### src/rtl/tl_a_router.sv
// ---------------------------------------------------------------------------
// tl_a_router
//
// Pipeline stage sitting directly in front of the crossbar demux on the
// TileLink A channel. Every accepted beat is registered into a single-entry
// output register. The downstream port index is decoded from the address on
// the first beat of a message and held for every remaining beat of a
// multi-beat message. Messages whose decoded index has no downstream port are
// swallowed (all beats accepted, nothing forwarded) and flagged with a
// one-cycle error pulse.
//
// Optional feature (compile-time macro TL_A_ROUTER_ERRCNT_EN):
//   when defined, adds err_cnt_o, a saturating count of err_o pulses.
//   When undefined, that port and its counter do not exist.
//
// Ports:
//   clk_i     in   clock, all state updates on the rising edge
//   rst_ni    in   asynchronous active-low reset
//   valid_i   in   upstream beat valid
//   ready_o   out  upstream beat accepted when valid_i && ready_o
//   data_i    in   beat payload (opaque)
//   addr_i    in   message address, only looked at on a first beat
//   beats_i   in   beats in the message, only looked at on a first beat;
//                  zero is treated as a single beat
//   valid_o   out  registered beat valid towards the demux
//   ready_i   in   demux ready
//   data_o    out  registered payload
//   sel_o     out  registered port index, constant across a message
//   err_o     out  one-cycle pulse for each unmapped message start
//   err_cnt_o out  [TL_A_ROUTER_ERRCNT_EN only] saturating error count
// ---------------------------------------------------------------------------
module tl_a_router #(
    parameter int N          = 4,
    parameter int SEL_W      = 2,
    parameter int ADDR_W     = 32,
    parameter int DATA_W     = 64,
    parameter int REGION_LSB = 28,
    parameter int BEAT_W     = 8
) (
    input  logic              clk_i,
    input  logic              rst_ni,
    input  logic              valid_i,
    output logic              ready_o,
    input  logic [DATA_W-1:0] data_i,
    input  logic [ADDR_W-1:0] addr_i,
    input  logic [BEAT_W-1:0] beats_i,
    output logic              valid_o,
    input  logic              ready_i,
    output logic [DATA_W-1:0] data_o,
    output logic [SEL_W-1:0]  sel_o,
    output logic              err_o
`ifdef TL_A_ROUTER_ERRCNT_EN
    ,
    output logic [15:0]       err_cnt_o
`endif
);

    typedef enum logic [1:0] {
        IDLE = 2'd0,
        FWD  = 2'd1,
        DROP = 2'd2
    } state_t;

    state_t             state;
    logic [BEAT_W-1:0]  beat_cnt;
    logic [SEL_W-1:0]   sel_lat;

    logic [SEL_W-1:0]   dec_idx;
    logic [31:0]        dec_idx_ext;
    logic               dec_mapped;
    logic               multi_beat;
    logic               accept;
    logic               fwd_accept;
    logic [SEL_W-1:0]   cur_sel;
    logic               last_beat;
    logic               unused_addr;

    // Only the region field of the address matters; the remaining bits are
    // folded into a dummy net so they are visibly consumed.
    assign unused_addr = ^addr_i;

    // Region decode. The index is widened to 32 bits before comparing with
    // N so that a non-power-of-two port count is handled correctly.
    assign dec_idx     = addr_i[REGION_LSB +: SEL_W];
    assign dec_idx_ext = 32'(dec_idx);
    assign dec_mapped  = dec_idx_ext < 32'(N);

    // A beat count of 0 behaves like 1, so only counts above 1 open a
    // multi-beat message.
    assign multi_beat  = beats_i > BEAT_W'(1);

    // While dropping, beats never touch the output register, so upstream is
    // always ready. Otherwise this is a plain one-entry pipeline register
    // that can drain and reload on the same edge.
    assign ready_o    = (state == DROP) ? 1'b1 : (!valid_o || ready_i);
    assign accept     = valid_i && ready_o;

    // A beat enters the output register when it continues a forwarded
    // message, or when it starts a message that decodes to a real port.
    assign fwd_accept = accept && ((state == FWD) || ((state == IDLE) && dec_mapped));

    // Continuation beats reuse the index latched on the first beat and
    // ignore whatever addr_i carries.
    assign cur_sel    = (state == FWD) ? sel_lat : dec_idx;

    assign last_beat  = beat_cnt == BEAT_W'(1);

    // Message FSM together with the output register. err_o defaults low
    // every cycle so a single assignment gives exactly one cycle of pulse.
    always_ff @(posedge clk_i or negedge rst_ni) begin
        if (!rst_ni) begin
            state    <= IDLE;
            beat_cnt <= '0;
            sel_lat  <= '0;
            valid_o  <= 1'b0;
            data_o   <= '0;
            sel_o    <= '0;
            err_o    <= 1'b0;
        end else begin
            err_o <= 1'b0;

            if (fwd_accept) begin
                valid_o <= 1'b1;
                data_o  <= data_i;
                sel_o   <= cur_sel;
            end else if (valid_o && ready_i) begin
                valid_o <= 1'b0;
            end

            case (state)
                IDLE: begin
                    if (accept) begin
                        if (dec_mapped) begin
                            if (multi_beat) begin
                                state    <= FWD;
                                beat_cnt <= beats_i - BEAT_W'(1);
                                sel_lat  <= dec_idx;
                            end
                        end else begin
                            err_o <= 1'b1;
                            if (multi_beat) begin
                                state    <= DROP;
                                beat_cnt <= beats_i - BEAT_W'(1);
                            end
                        end
                    end
                end

                FWD, DROP: begin
                    // The counter holds the beats still owed; it only moves
                    // on an accepted beat and stops at the final one.
                    if (accept) begin
                        beat_cnt <= beat_cnt - BEAT_W'(1);
                        if (last_beat) begin
                            state <= IDLE;
                        end
                    end
                end

                default: begin
                    state <= IDLE;
                end
            endcase
        end
    end

`ifdef TL_A_ROUTER_ERRCNT_EN
    // Saturating count of unmapped message starts, driven from the
    // registered pulse so each message counts once.
    always_ff @(posedge clk_i or negedge rst_ni) begin
        if (!rst_ni) begin
            err_cnt_o <= 16'd0;
        end else if (err_o && (err_cnt_o != 16'hFFFF)) begin
            err_cnt_o <= err_cnt_o + 16'd1;
        end
    end
`else
    // Error counter not built; err_o alone reports unmapped messages.
`endif

endmodule

### config.mk
export PLATFORM = sky130hd
export DESIGN_NAME = tl_a_router
export DESIGN_NICKNAME = d
export VERILOG_FILES = /design/src/rtl/tl_a_router.sv
export SDC_FILE = /design/constraint.sdc
export NUM_CORES = 1
export LEC_CHECK = 0
export BUFFER_PORTS_ARGS = -buffer_cell sky130_fd_sc_hd__clkbuf_2
export CAP_MARGIN = 10
export CORE_MARGIN = 8
export CORE_UTILIZATION = 30
export CTS_BUF_LIST = sky130_fd_sc_hd__clkbuf_8
export DETAILED_ROUTE_END_ITERATION = 10
export GPL_TIMING_DRIVEN = 0
export SYNTH_ARGS = -nofsm -noshare
export SYNTH_HDL_FRONTEND = slang
export SYNTH_SLANG_ARGS = --single-unit
### constraint.sdc
create_clock -name clk_i -period 2.15 [get_ports clk_i]
set_input_delay 0.43 -clock clk_i [delete_from_list [all_inputs] [get_ports clk_i]]
set_output_delay 0.43 -clock clk_i [all_outputs]
set_load 0.03 [all_outputs]
==> summary.md <==
| Metric | Value |
|---|---|
| Max capacitance violation total | `0` |
| Syn Inst Count | `387` |
| Yosys top cell area share | `57.1%` |
| Largest area contributor in the synthesized netlist | `sky130_fd_sc_hd__dfrtp_1` |
| Worst endpoint data arrival time | `2.17 ns` |
| Setup repair after global routing missed its margin | `false` |
| Share of flip-flops with an asynchronous set or reset after synthesis | `100%` |
| Clock Pin Slew Worst Setup and Hold Paths | `0.09 ns` |
| Combinational family with the most area after synthesis | `simple AND/OR/NAND/NOR gates` |
| Netlist Area Pre-Place | `3420 um^2` |
| Clock period minus worst slack | `1.93 ns` |
| Post-Route Setup TNS | `0 ns` |
| Final WS setup | `0.218 ns` |
| Number of synthesized register bits | `78` |
| Source of the worst register-to-register timing path | `valid_o$_DFFE_PN0P_` |
| Actual slew at the worst max-slew pin | `0.630 ns` |
| Total count of hold-check failures in the final report | `0` |
| Hold-fix buffers, CTS | `0` |
| Met3 usage in global routing | `5.93%` |
| Area grow syn2layout | `32.0%` |
| CTS Sinks | `78` |
| Critical path capture point type | `flip-flop` |
| Met2 routing resource usage after global routing | `18.2%` |
| Startpoint class of the critical path | `primary input` |
| Main flop type after synthesis | `sky130_fd_sc_hd__dfrtp_1` |
| Total via count after detailed routing | `3,085` |
| Most frequent cell after synthesis | `sky130_fd_sc_hd__nand2_1` |
| Relative slew slack | `58.0%` |
| Share of synthesized area spent on multiplexers | `1.54%` |
| Initial Utilization | `30.3%` |
| Cells after DPL | `675` |
| Wire length of the first global-routing pass | `14,700 um` |
| Clk root buf | `sky130_fd_sc_hd__clkbuf_8` |
| Required time at the endpoint of the critical path | `2.39 ns` |
| Core Footprint | `11,300 um^2` |
| Pre-CTS setup slack | `-0.164 ns` |
| Post-detailed-route count of antenna-violating nets | `0` |
| CTS resizes | `0` |
| Detailed Route Iter0 Violations | `234` |
| Pin count of the biggest net entering global routing | `45` |
| HPWL Detailed | `7150 um` |
| Max VDD drop | `0.000421 V` |
| Wire per inst | `13.6 um` |
| Via count of the first global-routing pass | `3,072` |
| Global router's overall resource usage | `12.3%` |
| Iteration count of the initial detailed-routing pass | `4` |
| Clock insertion delay at the later pin of the skew report | `0.35 ns` |
| Mean post-synth cell area | `8.83 um^2` |
| Static Leak | `0.00249 uW` |
| Critical path origin | `beats_i[0]` |
| Ports placed on the boundary | `177` |
| Outcome | `finished clean` |
| Post CTS Setup Buffer Count | `0` |
| Proportion of power drawn by flip-flops and latches | `45.1%` |
| Worst Skew | `0.00842 ns` |
| Synthesized-area fraction occupied by xor and xnor cells | `1.28%` |
| Final-stage net count | `654` |
| Highest fanout seen on the critical path | `6` |
| Hold crit path type | `in2async` |
| Warning count from the yosys run | `0` |
| Sequential cell area fraction in the yosys report | `57.1%` |
| Setup-failing EPs final | `0` |
| Layout cell share with drive strength beyond 1 | `31.4%` |
| Post-layout instance count excluding filler cells | `690` |
| Synth Area in Compound Gates | `6.23%` |
| Fin. max-slew vios | `0` |
| Switching part of the total power | `38.5%` |
| Total global routing overflow | `0` |
| I/O Buffers | `144` |
| Die height | `123 um` |
| EDFF count, synth | `0` |
| Drt total wl | `9380 um` |
| Top cells by count, synth | `201 x sky130_fd_sc_hd__nand2_1, 78 x sky130_fd_sc_hd__dfrtp_1, 13 x sky130_fd_sc_hd__clkbuf_1` |
| Antenna violations before repair | `0` |
| Simple-gate share of the synthesized area | `28.9%` |
| Net count after synthesis | `499` |
| Die Outline Area | `15,100 um^2` |
| Combinational fraction of design power | `31.8%` |
| Clock buffers created by TritonCTS | `9` |
| Unique cell type count in the Yosys netlist | `45` |
| Filler Cell Count | `1,138` |
| Maximum root-to-sink buffer count | `2` |
| Met1 usage | `15.4%` |
| Standard-cell rows | `39` |
| Final Util | `40.0%` |
| Placer Congestion | `0.776` |
| Internal power | `2610 uW` |
| Remaining design rule violation count | `0` |
| Total power of the final layout | `4240 uW` |
| Switching power summed over all nets | `1630 uW` |
| Power density normalized to cell area | `941 nW/um^2` |
| TritonCTS clock tree | `done` |
| Number of vias per cell after detailed routing | `4.47` |
| Startpoint-to-endpoint class of the critical path | `in2reg` |
| Adder-cell area share of the yosys netlist | `1.47%` |
| Biggest area contributors in the synthesized netlist | `sky130_fd_sc_hd__dfrtp_1 57%, sky130_fd_sc_hd__nand2_1 22%, sky130_fd_sc_hd__ha_1 1.5%` |
| Period utilization | `89.9%` |
| Global-route layer with the greatest usage | `met2` |
| Max H-tree Level | `3` |
| Horiz. Die Dim | `123 um` |
| Max frequency | `518 MHz` |
| Ant diodes | `0` |
| Clock network power share | `23.1%` |
==> critical path, stage by stage <==
cell,delay [ns]
sky130_fd_sc_hd__clkbuf_2,0.12
sky130_fd_sc_hd__inv_1,0.07
sky130_fd_sc_hd__ha_1,0.25
sky130_fd_sc_hd__nor2_1,0.34
sky130_fd_sc_hd__o311ai_4,0.17
sky130_fd_sc_hd__nor2_1,0.40
sky130_fd_sc_hd__mux2_2,0.39
==> flip-flops by register name (all words and copies together), names as in the netlist <==
name      count
data_o       64
beat_cnt      8
sel_lat       2
sel_o         2
state         1
valid_o       1
==> routing by layer <==
metal / up-vias / part of all wire, %
met5: - / 0
met4: 0 / 0.74
met3: 6 / 13
met2: 128 / 43
met1: 1409 / 43
li1: 1542 / -
==> worst paths after layout <==
path	to	slack [ns]	cells after the start
setup / recovery	sel_lat[1]$_DFFE_PN0P_	0.22	7
hold / removal	data_o[41]$_DFFE_PN0P_	0.11	1
setup reg to reg	data_o[38]$_DFFE_PN0P_	0.31	7
hold reg to reg	data_o[48]$_DFFE_PN0P_	0.48	2
max in group asynchronous	state[0]$_DFFE_PN0P_	1.43	2
min in group clk_i	data_o[53]$_DFFE_PN0P_	0.26	3
==> power by group through the flow <==
stage | Clock, uW | Combinational, uW | Sequential [uW]
2_1_floorplan | 0 | 567 | 2260
3_3_place_gp | 0 | 1340 | 1930
3_5_place_dp | 0 | 1360 | 1930
4_1_cts | 1040 | 1360 | 1910
5_1_grt | 1100 | 1490 | 1950
6_report | 982 | 1350 | 1910
==> cell type report <==
class	instances	area [um^2]	area share, %
buffer	20	83.8	1.86
clock buffer	9	124	2.75
clock inverter	7	51.3	1.14
inverter	7	26.3	0.583
multi-input combinational	281	1350	29.9
sequential	78	1950	43.3
tap	143	179	3.97
timing repair buffer	145	743	16.5
==> cells by family after synthesis <==
logic type / count (synthesis)
and+or+nand+nor: 240
xor gates and xnor gates: 5
other: 1
buffers and inverters: 28
DFF: 78
AOI/OAI and AO/OA: 26
adders and majority gates: 4
muxes: 5
==> metrics by stage <==
step           instance area, um^2  hold WS (ns)
2_1_floorplan                 3420         0.134
3_3_place_gp                  4320         0.457
3_5_place_dp                  4340         0.461
4_1_cts                       4510         0.125
5_1_grt                       4510         0.145
6_report                      4510         0.109
==> placed cells by master, fill, tap and decap left out, types with 5 or more instances in the layout <==
master,instances
sky130_fd_sc_hd__nand2_1,201
sky130_fd_sc_hd__clkbuf_2,143
sky130_fd_sc_hd__dfrtp_1,78
sky130_fd_sc_hd__clkbuf_1,12
sky130_fd_sc_hd__nor2_1,9
sky130_fd_sc_hd__clkbuf_8,9
sky130_fd_sc_hd__inv_1,7
sky130_fd_sc_hd__nor3_1,7
sky130_fd_sc_hd__o21ai_0,6
sky130_fd_sc_hd__nand4_1,5
Note: power is estimated with default switching activity, not from simulation.
